## config.mk

```make
export PLATFORM = sky130hd
export DESIGN_NAME = logic8_serial
export DESIGN_NICKNAME = d
export VERILOG_FILES = /design/src/rtl/logic8_serial.sv
export SDC_FILE = /design/constraint.sdc
export NUM_CORES = 1
export LEC_CHECK = 0
export CORE_MARGIN = 3
export CORE_UTILIZATION = 25
export DETAILED_ROUTE_END_ITERATION = 12
export PLACE_DENSITY = 0.56
export SETUP_SLACK_MARGIN = 0.02
export SYNTH_ARGS = -nofsm -noshare
export SYNTH_HDL_FRONTEND = slang
export SYNTH_SLANG_ARGS = --single-unit
export TNS_END_PERCENT = 100
```

## constraint.sdc

```tcl
create_clock -name clk -period 3.41 [get_ports clk]
set_input_delay 0.5115 -clock clk [delete_from_list [all_inputs] [get_ports clk]]
set_output_delay 0.5115 -clock clk [all_outputs]
set_load 0.05 [all_outputs]
```

## src/rtl/logic8_serial.sv

```systemverilog
// Bit-serial logic unit: NOT/AND/OR/XOR over WIDTH-bit operands, one result bit per clock, LSB first.
// Optional feature: define LOGIC8_SERIAL_PARITY_EN to drive parity with the XOR-reduction of result.
module logic8_serial #(
  parameter int unsigned WIDTH = 8
) (
  input  logic             clk,
  input  logic             reset,
  input  logic             start,
  input  logic [1:0]       op,
  input  logic [WIDTH-1:0] a,
  input  logic [WIDTH-1:0] b,
  output logic             busy,
  output logic             done,
  output logic [WIDTH-1:0] result,
  output logic             zero,
  output logic             parity
);

  localparam int unsigned CntW = (WIDTH > 1) ? $clog2(WIDTH) : 1;
  localparam logic [CntW-1:0] CntLast = CntW'(WIDTH - 1);

  typedef enum logic [0:0] {
    StIdle,
    StShift
  } state_e;

  state_e           state_q, state_d;
  logic [CntW-1:0]  cnt_q, cnt_d;
  logic [1:0]       op_q, op_d;
  logic [WIDTH-1:0] a_q, a_d;
  logic [WIDTH-1:0] b_q, b_d;
  logic [WIDTH-1:0] shift_q, shift_d;
  logic [WIDTH-1:0] result_q, result_d;
  logic             zero_q, zero_d;
  logic             done_q, done_d;
  logic             bit_res;

  always_comb begin
    bit_res = 1'b0;
    unique case (op_q)
      2'b00:   bit_res = ~a_q[cnt_q];
      2'b01:   bit_res = a_q[cnt_q] & b_q[cnt_q];
      2'b10:   bit_res = a_q[cnt_q] | b_q[cnt_q];
      2'b11:   bit_res = a_q[cnt_q] ^ b_q[cnt_q];
      default: bit_res = 1'b0;
    endcase
  end

  always_comb begin
    state_d  = state_q;
    cnt_d    = cnt_q;
    op_d     = op_q;
    a_d      = a_q;
    b_d      = b_q;
    shift_d  = shift_q;
    result_d = result_q;
    zero_d   = zero_q;
    done_d   = 1'b0;
    unique case (state_q)
      StIdle: begin
        if (start) begin
          op_d    = op;
          a_d     = a;
          b_d     = b;
          cnt_d   = '0;
          state_d = StShift;
        end
      end
      StShift: begin
        // Right shift: after WIDTH bits, bit 0 has travelled from the MSB down to position 0.
        shift_d = {bit_res, shift_q[WIDTH-1:1]};
        if (cnt_q == CntLast) begin
          cnt_d    = '0;
          result_d = shift_d;
          zero_d   = ~|shift_d;
          done_d   = 1'b1;
          state_d  = StIdle;
        end else begin
          cnt_d = cnt_q + CntW'(1);
        end
      end
      default: state_d = StIdle;
    endcase
  end

  always_ff @(posedge clk) begin
    if (reset) begin
      state_q  <= StIdle;
      cnt_q    <= '0;
      op_q     <= '0;
      a_q      <= '0;
      b_q      <= '0;
      shift_q  <= '0;
      result_q <= '0;
      zero_q   <= 1'b1;
      done_q   <= 1'b0;
    end else begin
      state_q  <= state_d;
      cnt_q    <= cnt_d;
      op_q     <= op_d;
      a_q      <= a_d;
      b_q      <= b_d;
      shift_q  <= shift_d;
      result_q <= result_d;
      zero_q   <= zero_d;
      done_q   <= done_d;
    end
  end

`ifdef LOGIC8_SERIAL_PARITY_EN
  logic parity_q, parity_d;

  always_comb begin
    parity_d = parity_q;
    if (done_d) begin
      parity_d = ^shift_d;
    end
  end

  always_ff @(posedge clk) begin
    if (reset) begin
      parity_q <= 1'b0;
    end else begin
      parity_q <= parity_d;
    end
  end

  assign parity = parity_q;
`else
  assign parity = 1'b0;
`endif

  assign busy   = (state_q == StShift);
  assign done   = done_q;
  assign result = result_q;
  assign zero   = zero_q;

endmodule
```

==> metrics <==
Worst Tran Pin Value=0.889 ns; number of instances resized during post-cts repair=0; final weighted congestion of routability-driven global placement=0.727; area growth from synthesis to layout=28.5%; post-route insts no fill=289; fraction of the cycle the final worst path needs=0.701; Crit-path slowest cell=dfxtp_1; most common library cells after synthesis=nand2_1 (52), dfxtp_1 (39), a21oi_1 (28); core area=6060 µm²; via-per-instance ratio=4.36; Post-Synthesis Cells=185; DRC violation count after routing=0; arrival time of the worst setup path=2.56 ns; Vert. Die Dim=86.3 µm; Max Fclk=418 MHz; worst-case register-to-register setup slack=1.02 ns; total negative slack for setup checks=0 ns; critical path, cell by cell=mux2i_1 -> mux4_2 -> ha_1 -> or2_2 -> a21boi_0 -> a221oi_2 -> a311o_1; worst slack at placement=1.02 ns; root cell of the clock tree=clkbuf_8; number of antenna violations at the first check in global routing=0; final critical-path setup slack=1.02 ns; Hold Buf Count CTS=0; cell type group with the largest total delay on the critical path=multiplexers; post-synthesis sequential area ratio=0.485; overall overflow remaining after global route=0; clk_skew=0.00348 ns; ANT cells=0; critical path class=reg2reg; total global routing track utilization=0.0910; unrepaired setup endpoints after global routing=false; final wirelength=3250 µm; count of distinct cell types in the synthesized netlist=26; Sinks on Clock Net=39; number of failing setup endpoints in the final timing report=0; async set-or-reset flop fraction in the synthesized netlist=0; clock edge transition at the registers on the reported setup and hold paths=0.07 ns; number of filler cells placed in the layout=636; effective utilization at floorplan=0.266; class of the most critical hold timing path=reg2reg; wire length per cell after detailed routing=11.2 µm; fraction of final layout cells sized beyond drive strength 1=0.0607; Yosys warning count=0; DRC violation total after the first TritonRoute iteration=48; maximum buffer depth of the clock tree=2; die area=7440 µm²; count of buffers from port buffering=31; outcome=completed; Mapped Avg Cell Area=8.70 µm²; power per unit of standard cell area=440 nW/µm²; Worst setup SP type=register; number of standard-cell rows in the floorplan=28; Min Hold Slack=0.453 ns; overall power consumption=0.911 mW; longest individual stage delay on the worst path=0.56 ns; Post-synth EDFFs=0; placed wire-length estimate=2270 µm; clock tree from TritonCTS=yes; final hold viol count=0; insertion delay to the later sink of the worst-skew pair=0.28 ns; number of placed instances, taps included=281; CP Max Fanout=8; net total in the final layout=238; number of nets with antenna violations after detailed routing=0; area of the mapped netlist=1610 µm²; TritonCTS Buffers=5; pin count of the biggest net entering global routing=25; detailed-routing iteration count for the pre-antenna-repair pass=4; type of destination of the critical path=register; Critical path buffers and inverters=0; post-synthesis cell type with the largest combined area=dfxtp_1; Max Cap Violations=0; count of pins on the block boundary=33; most numerous cell in the Yosys netlist=nand2_1; number of synthesized register bits=39; top cells by area, synth=dfxtp_1 (48%), nand2_1 (12%), a21oi_1 (8.7%); Die Width=86.3 µm; post-synth top area share=0.485; H-tree levels=2; Lkg Pwr=0.766 nW; critical path data required time=3.58 ns; via count of the first global-routing pass=1,193; net count after synthesis=210; Min Clock Period, post-route=2.39 ns; post-CTS repair timing setup buffer count=0; worst-case vdd ir drop=0.000225 V; first-pass GRT wire length=5460 µm; total via count in the routed design=1,259; number of max-slew violations in the final report=0; ys flop type=dfxtp_1; headroom to the max-slew limit=0.405
-- through the flow --
stage                     utilization  instance area, µm²
after global routing            0.341                2070
after floorplan                     -                1610
after CTS                       0.341                2070
after detailed placement        0.325                1970
final                           0.341                2070
after global placement          0.325                1970
-- metal layers --
layer / track usage / vias up / part of all wire
met5: 0 / - / 0
met2: 0.153 / 27 / 0.45
met3: 0.0295 / 2 / 0.051
li1: - / 672 / -
met1: 0.114 / 558 / 0.49
met4: 0.0212 / 0 / 0.0062
-- worst paths after layout --
path                            endpoint      from  cells past startpoint
worst max-delay path                zero  cnt_q[0]                      7
worst min-delay path              b_q[5]    b_q[5]                      2
worst max register to register      zero  cnt_q[0]                      7
worst min register to register    b_q[5]    b_q[5]                      2
-- flip-flops by register name, summed over array words and instances, names as in the netlist --
name and flops:
op_q 2, zero 1, b_q 8, busy 1, cnt_q 3, shift_q 7, result 8, done 1
a_q 8
-- worst min-delay path, cell delays in order, from the launching register on --
cell and delay [ns]:
dfxtp_1 0.31, nand2_1 0.05, a21oi_1 0.05
-- power by group --
| group | switching [mW] | internal, mW | total, mW |
|---|---|---|---|
| clock network | 0.146 | 0.184 | 0.330 |
| registers | 0.0117 | 0.471 | 0.483 |
| logic | 0.0483 | 0.0498 | 0.0981 |
| total | 0.206 | 0.706 | 0.911 |
-- layout make-up --
type                            count  area, µm²  share of cell area
Timing Repair Buffer               34        333               0.161
Multi-Input combinational cell    130        751               0.363
Tap cell                           75       93.8              0.0453
Sequential cell                    39        781               0.377
Clock buffer                        8        100              0.0484
Inverter                            3       11.3             0.00544
-- cell families (layout without fill, tap and decap cells) --
| kind of cell | count (synthesis) | after routing | share of synthesized area |
|---|---|---|---|
| and+or+nand+nor | 78 | 78 | 0.201 |
| buffers and inverters | 16 | 45 | 0.0489 |
| AOI/OAI and AO/OA | 33 | 33 | 0.117 |
| adders and majority gates | 4 | 4 | 0.0311 |
| other | 1 | 1 | 0.00233 |
| DFF | 39 | 39 | 0.485 |
| muxes | 14 | 14 | 0.115 |
-- layout by cell type, fill, tap and decap left out --
master / instances
nand2_1: 52
a21oi_1: 28
a211oi_1: 2
nor2b_1: 2
ha_1: 4
mux2i_1: 11
mux4_2: 1
nor3b_1: 2
buf_4: 3
inv_1: 3
clkbuf_8: 7
a21boi_0: 1
conb_1: 1
a221oi_2: 1
nand2b_1: 1
mux4_1: 2
nor3_1: 2
or2_2: 1
nor4_1: 1
or4_1: 1
and2_1: 2
nor2_1: 14
dfxtp_1: 39
clkdlybuf4s50_1: 31
clkbuf_1: 1
a311o_1: 1
Note: power is estimated with default switching activity, not from simulation.
==> patch 1, RTL diff (same settings) <==
Build with the macro `LOGIC8_SERIAL_PARITY_EN` defined.
--- a/src/rtl/logic8_serial.sv
+++ b/src/rtl/logic8_serial.sv
@@ -1,5 +1,7 @@
 // Bit-serial logic unit: NOT/AND/OR/XOR over WIDTH-bit operands, one result bit per clock, LSB first.
 // Optional feature: define LOGIC8_SERIAL_PARITY_EN to drive parity with the XOR-reduction of result.
+`define LOGIC8_SERIAL_PARITY_EN
+
 module logic8_serial #(
   parameter int unsigned WIDTH = 8
 ) (
Behaviour: not the same (Yosys sat finds a counterexample within 10 cycles, from zero or initial values and one cycle with reset high).
==> patch 1 against the unedited design <==
- power grew 1.1%
- routed wire length increased by 12%
- synthesized cell count is 10% higher
- design area up 8.6%
- critical path depth decreased by 1
- non-clock buffer count is 1 higher
- sequential cell count is 2 higher
- synthesized area rose by 10%
- setup slack got worse by 420 ps
- via count is 10% higher
==> patch 1: results <==
{
  "num-multi-input-gates": 144,
  "arrival_ps": 3050,
  "nFillCells": 764,
  "nNetsFinal": 255,
  "reg2reg_to": "parity",
  "p_comb_share_pct": 11.3,
  "pg_clk_uw": 304,
  "power.leakage_uw": 0.000826,
  "synth_cell_types": 25,
  "internal-power_uw": 693,
  "grt_pass1_vias": 1360,
  "clock_skew_ps": 8.15,
  "final-seq-area_um2": 821,
  "hpwl_mm": 2.66,
  "hold_slack_ps": 454,
  "final-clk-cell-share_pct": 3.67,
  "slowest_stage": "mux4_1",
  "nonClkBufAreaFrac_pct": 15.2,
  "multi_input_area_share_pct": 38.7,
  "synth_common_cells": "nand2_1 (53), dfxtp_1 (41), a21oi_1 (31), mux2i_1 (16), nor2_1 (14)",
  "reg2reg_depth": 6,
  "grt_pass1_wl_mm": 6.19,
  "syn_nets": 229,
  "use_met1_pct": 11.2,
  "via_per_inst": 4.24,
  "layout.cells.non_filler": 327,
  "status": "finished clean",
  "synthMuxAreaShare_pct": 14.5,
  "placed_area_mm2": 0.00217,
  "synthTopCellsByArea": "dfxtp_1 (46%), nand2_1 (11%), mux2i_1 (9.0%), a21oi_1 (8.8%), mux4_1 (3.0%)",
  "port_buffers": 32,
  "synth_compound_area_share_pct": 9.04,
  "synth-xor-area-share_pct": 3.95,
  "grtUsageMet2_pct": 15.6,
  "track_usage_pct": 9.39,
  "ys_seq_area_share_pct": 46.3,
  "area_delta_synth_final_pct": 26.9
}
-- patch 1: critical path: cells and delay by family (launching register included) --
family / cells / cell delay [ps]
adders and majority gates: 1 / 260
DFF: 1 / 570
muxes: 3 / 1310
and+or+nand+nor: 2 / 610
-- patch 1: worst max-delay path by stage --
| stage | from | end | slack, ps | cells past startpoint |
|---|---|---|---|---|
| after detailed placement | cnt_q[0] | parity | 600 | 6 |
| after global placement | cnt_q[0] | parity | 690 | 6 |
| after floorplan | cnt_q[0] | parity | 860 | 7 |
| after global routing | cnt_q[0] | parity | 490 | 6 |
| after CTS | cnt_q[0] | parity | 590 | 6 |
| final | cnt_q[0] | parity | 600 | 6 |
-- patch 1: kinds of logic after synthesis --
group,count (synthesis)
mux,20
simple gates,80
compound gates,32
buf+inv,19
xor+xnor,8
fa+ha+maj,4
flops,41
-- patch 1: metal layers --
metal | up-vias | wire (µm)
li1 | 725 | -
met1 | 629 | 1690
met2 | 26 | 1710
met3 | 5 | 182
met4 | 0 | 55
met5 | - | 0
==> patch 2, RTL diff (config.mk and constraints unchanged) <==
Without the edit above. Register the input `a` before use, with the module's reset. The logic sees it one clock later. The other inputs are not delayed to match.
--- a/src/rtl/logic8_serial.sv
+++ b/src/rtl/logic8_serial.sv
@@ -23,6 +23,16 @@
     StIdle,
     StShift
   } state_e;
+
+  logic [WIDTH-1:0] a_r;
+
+  always_ff @(posedge clk) begin
+    if (reset) begin
+      a_r <= '0;
+    end else begin
+      a_r <= a;
+    end
+  end
 
   state_e           state_q, state_d;
   logic [CntW-1:0]  cnt_q, cnt_d;
@@ -60,7 +70,7 @@
       StIdle: begin
         if (start) begin
           op_d    = op;
-          a_d     = a;
+          a_d     = a_r;
           b_d     = b;
           cnt_d   = '0;
           state_d = StShift;
Formal check against the unedited RTL: not equivalent (a bounded check fails within 10 cycles, from zero or initial values and one cycle with reset high).
==> patch 2 against the unedited design <==
- routed wire length increased by 5.7%
- sequential cell count increased by 8
- non-clock buffer count stayed put
- setup slack gained 11 ps
- clock skew increased by 6.0 ps
- global-route usage is 0.50 points lower
- design area up 12%
- synthesized area rose by 13%
- power is 15% higher
- sequential power rose by 20%
- critical endpoint unchanged
- largest power group unchanged
- highest routed layer unchanged
==> patch 2: results <==
{
  "status": "finished clean",
  "power.leakage_uw": 0.000840,
  "synthTopCellsByArea": "dfxtp_1 (52%), nand2_1 (11%), a21oi_1 (7.7%), mux2i_1 (6.0%), nor2b_1 (3.4%)",
  "cp_max_fo": 8,
  "async_flop_share_pct": 0,
  "reg2reg_depth": 7,
  "htree_levels": 2,
  "slowest_delay_ps": 560,
  "drv_cap": 0,
  "nFillCells": 723,
  "vias": 1362,
  "clock_latency_ps": 300,
  "num_antenna_cells": 0,
  "yosys_warnings": 0,
  "clock_skew_ps": 9.51,
  "synth_cell_types": 26,
  "cp_top_family": "multiplexers",
  "arrival_ps": 2570,
  "grt_pass1_vias": 1316,
  "nNetsFinal": 254,
  "root_buffer": "clkbuf_8",
  "clkTransAtPathRegs_ps": 90,
  "peakVddDrop_uv": 167,
  "syn_nets": 227,
  "worst-r2r-setup-slack_ps": 1030,
  "cts_buffers": 5,
  "port_buffers": 31,
  "grt_max_degree": 48,
  "drt_iter0_drc": 59,
  "place_inst": 318,
  "place_congestion": 0.704,
  "post-cts-setup-buffer-count": 0,
  "track_usage_pct": 8.60,
  "drc": 0,
  "ys_seq_area_share_pct": 51.6,
  "drt_pass1_iterations": 4,
  "route.detailed.wl_per_inst_um": 10.5,
  "cts.repair.resized": 0,
  "netlist_instances": 202,
  "via_per_inst": 4.18,
  "antenna_found_initial": 0,
  "cts.path.max_buffers": 2,
  "endpoint": "zero",
  "slew_headroom_pct": 55.9,
  "cp-startpoint": "cnt_q[0]",
  "hp-class": "flop to flop",
  "synth_common_cells": "nand2_1 (52), dfxtp_1 (47), a21oi_1 (28), nor2_1 (14), mux2i_1 (11)",
  "drive_gt1_share_pct": 6.09,
  "slowest_stage": "dfxtp_1",
  "grt_pass1_wl_mm": 5.94,
  "hpwl_mm": 2.35
}
==> patch 2: power breakdown <==
| part | switching, µW | internal [µW] | total, µW | leakage [µW] |
|---|---|---|---|---|
| sequential | 12.2 | 568 | 580 | 0.000384 |
| clock | 184 | 185 | 369 | 0.0000505 |
| combinational | 46.8 | 49.4 | 96.2 | 0.000405 |
| total | 243 | 802 | 1040 | 0.000840 |
==> patch 2: how the worst min path moves through the flow <==
stage / startpoint / endpoint / slack, ps / cells past startpoint
after CTS: a_r[1] / a_q[1] / 440 / 2
after global routing: a_r[0] / a_q[0] / 460 / 2
after global placement: a_r[3] / a_q[3] / 420 / 2
after floorplan: a_r[0] / a_q[0] / 420 / 2
final: a_r[3] / a_q[3] / 440 / 2
after detailed placement: a_r[1] / a_q[1] / 430 / 2
==> patch 2: worst reg2reg max path, delay by kind of cell, from the launching register on <==
family          cells  cell delay, ps
mux                 2             660
flops               1             560
simple gates        1             260
fa+ha+maj           1             210
compound gates      3             600
==> patch 2: through the flow <==
step | cell area, µm² | utilization (%) | setup WS [ps]
4_1_cts | 2310 | 33.3 | 1020
2_1_floorplan | 1820 | - | 1250
3_5_place_dp | 2210 | 31.8 | 1020
6_report | 2310 | 33.3 | 1030
3_3_place_gp | 2210 | 31.8 | 1100
5_1_grt | 2310 | 33.3 | 868
==> patch 2: area by class of cell <==
class	count	area, µm²	area share, %
repair buffers	34	333	14.4
clock inverters	1	7.51	0.325
inverters	3	11.3	0.488
flip-flops and latches	47	941	40.7
well taps	96	120	5.20
multi-input cells	138	801	34.7
clock buffers	7	96.3	4.17
==> patch 2: cell families (layout without fill, tap and decap cells) <==
kind of cell | after synthesis | in the layout | synth area share [%]
buffers and inverters | 17 | 45 | 4.53
AND/OR/NAND/NOR | 86 | 86 | 20.5
multiplexers | 14 | 14 | 10.2
other | 1 | 1 | 0.206
AO/OA/AOI/OAI | 33 | 33 | 10.3
adder cells (fa/ha/maj) | 4 | 4 | 2.74
flip-flops | 47 | 47 | 51.6
==> patch 2: per-layer routing <==
layer / wire (µm) / GRT usage (%) / up-vias
met1: 1700 / 11.0 / 619
li1: - / - / 718
met2: 1550 / 13.8 / 20
met3: 142 / 2.49 / 5
met4: 50 / 3.02 / 0
met5: 0 / 0 / -
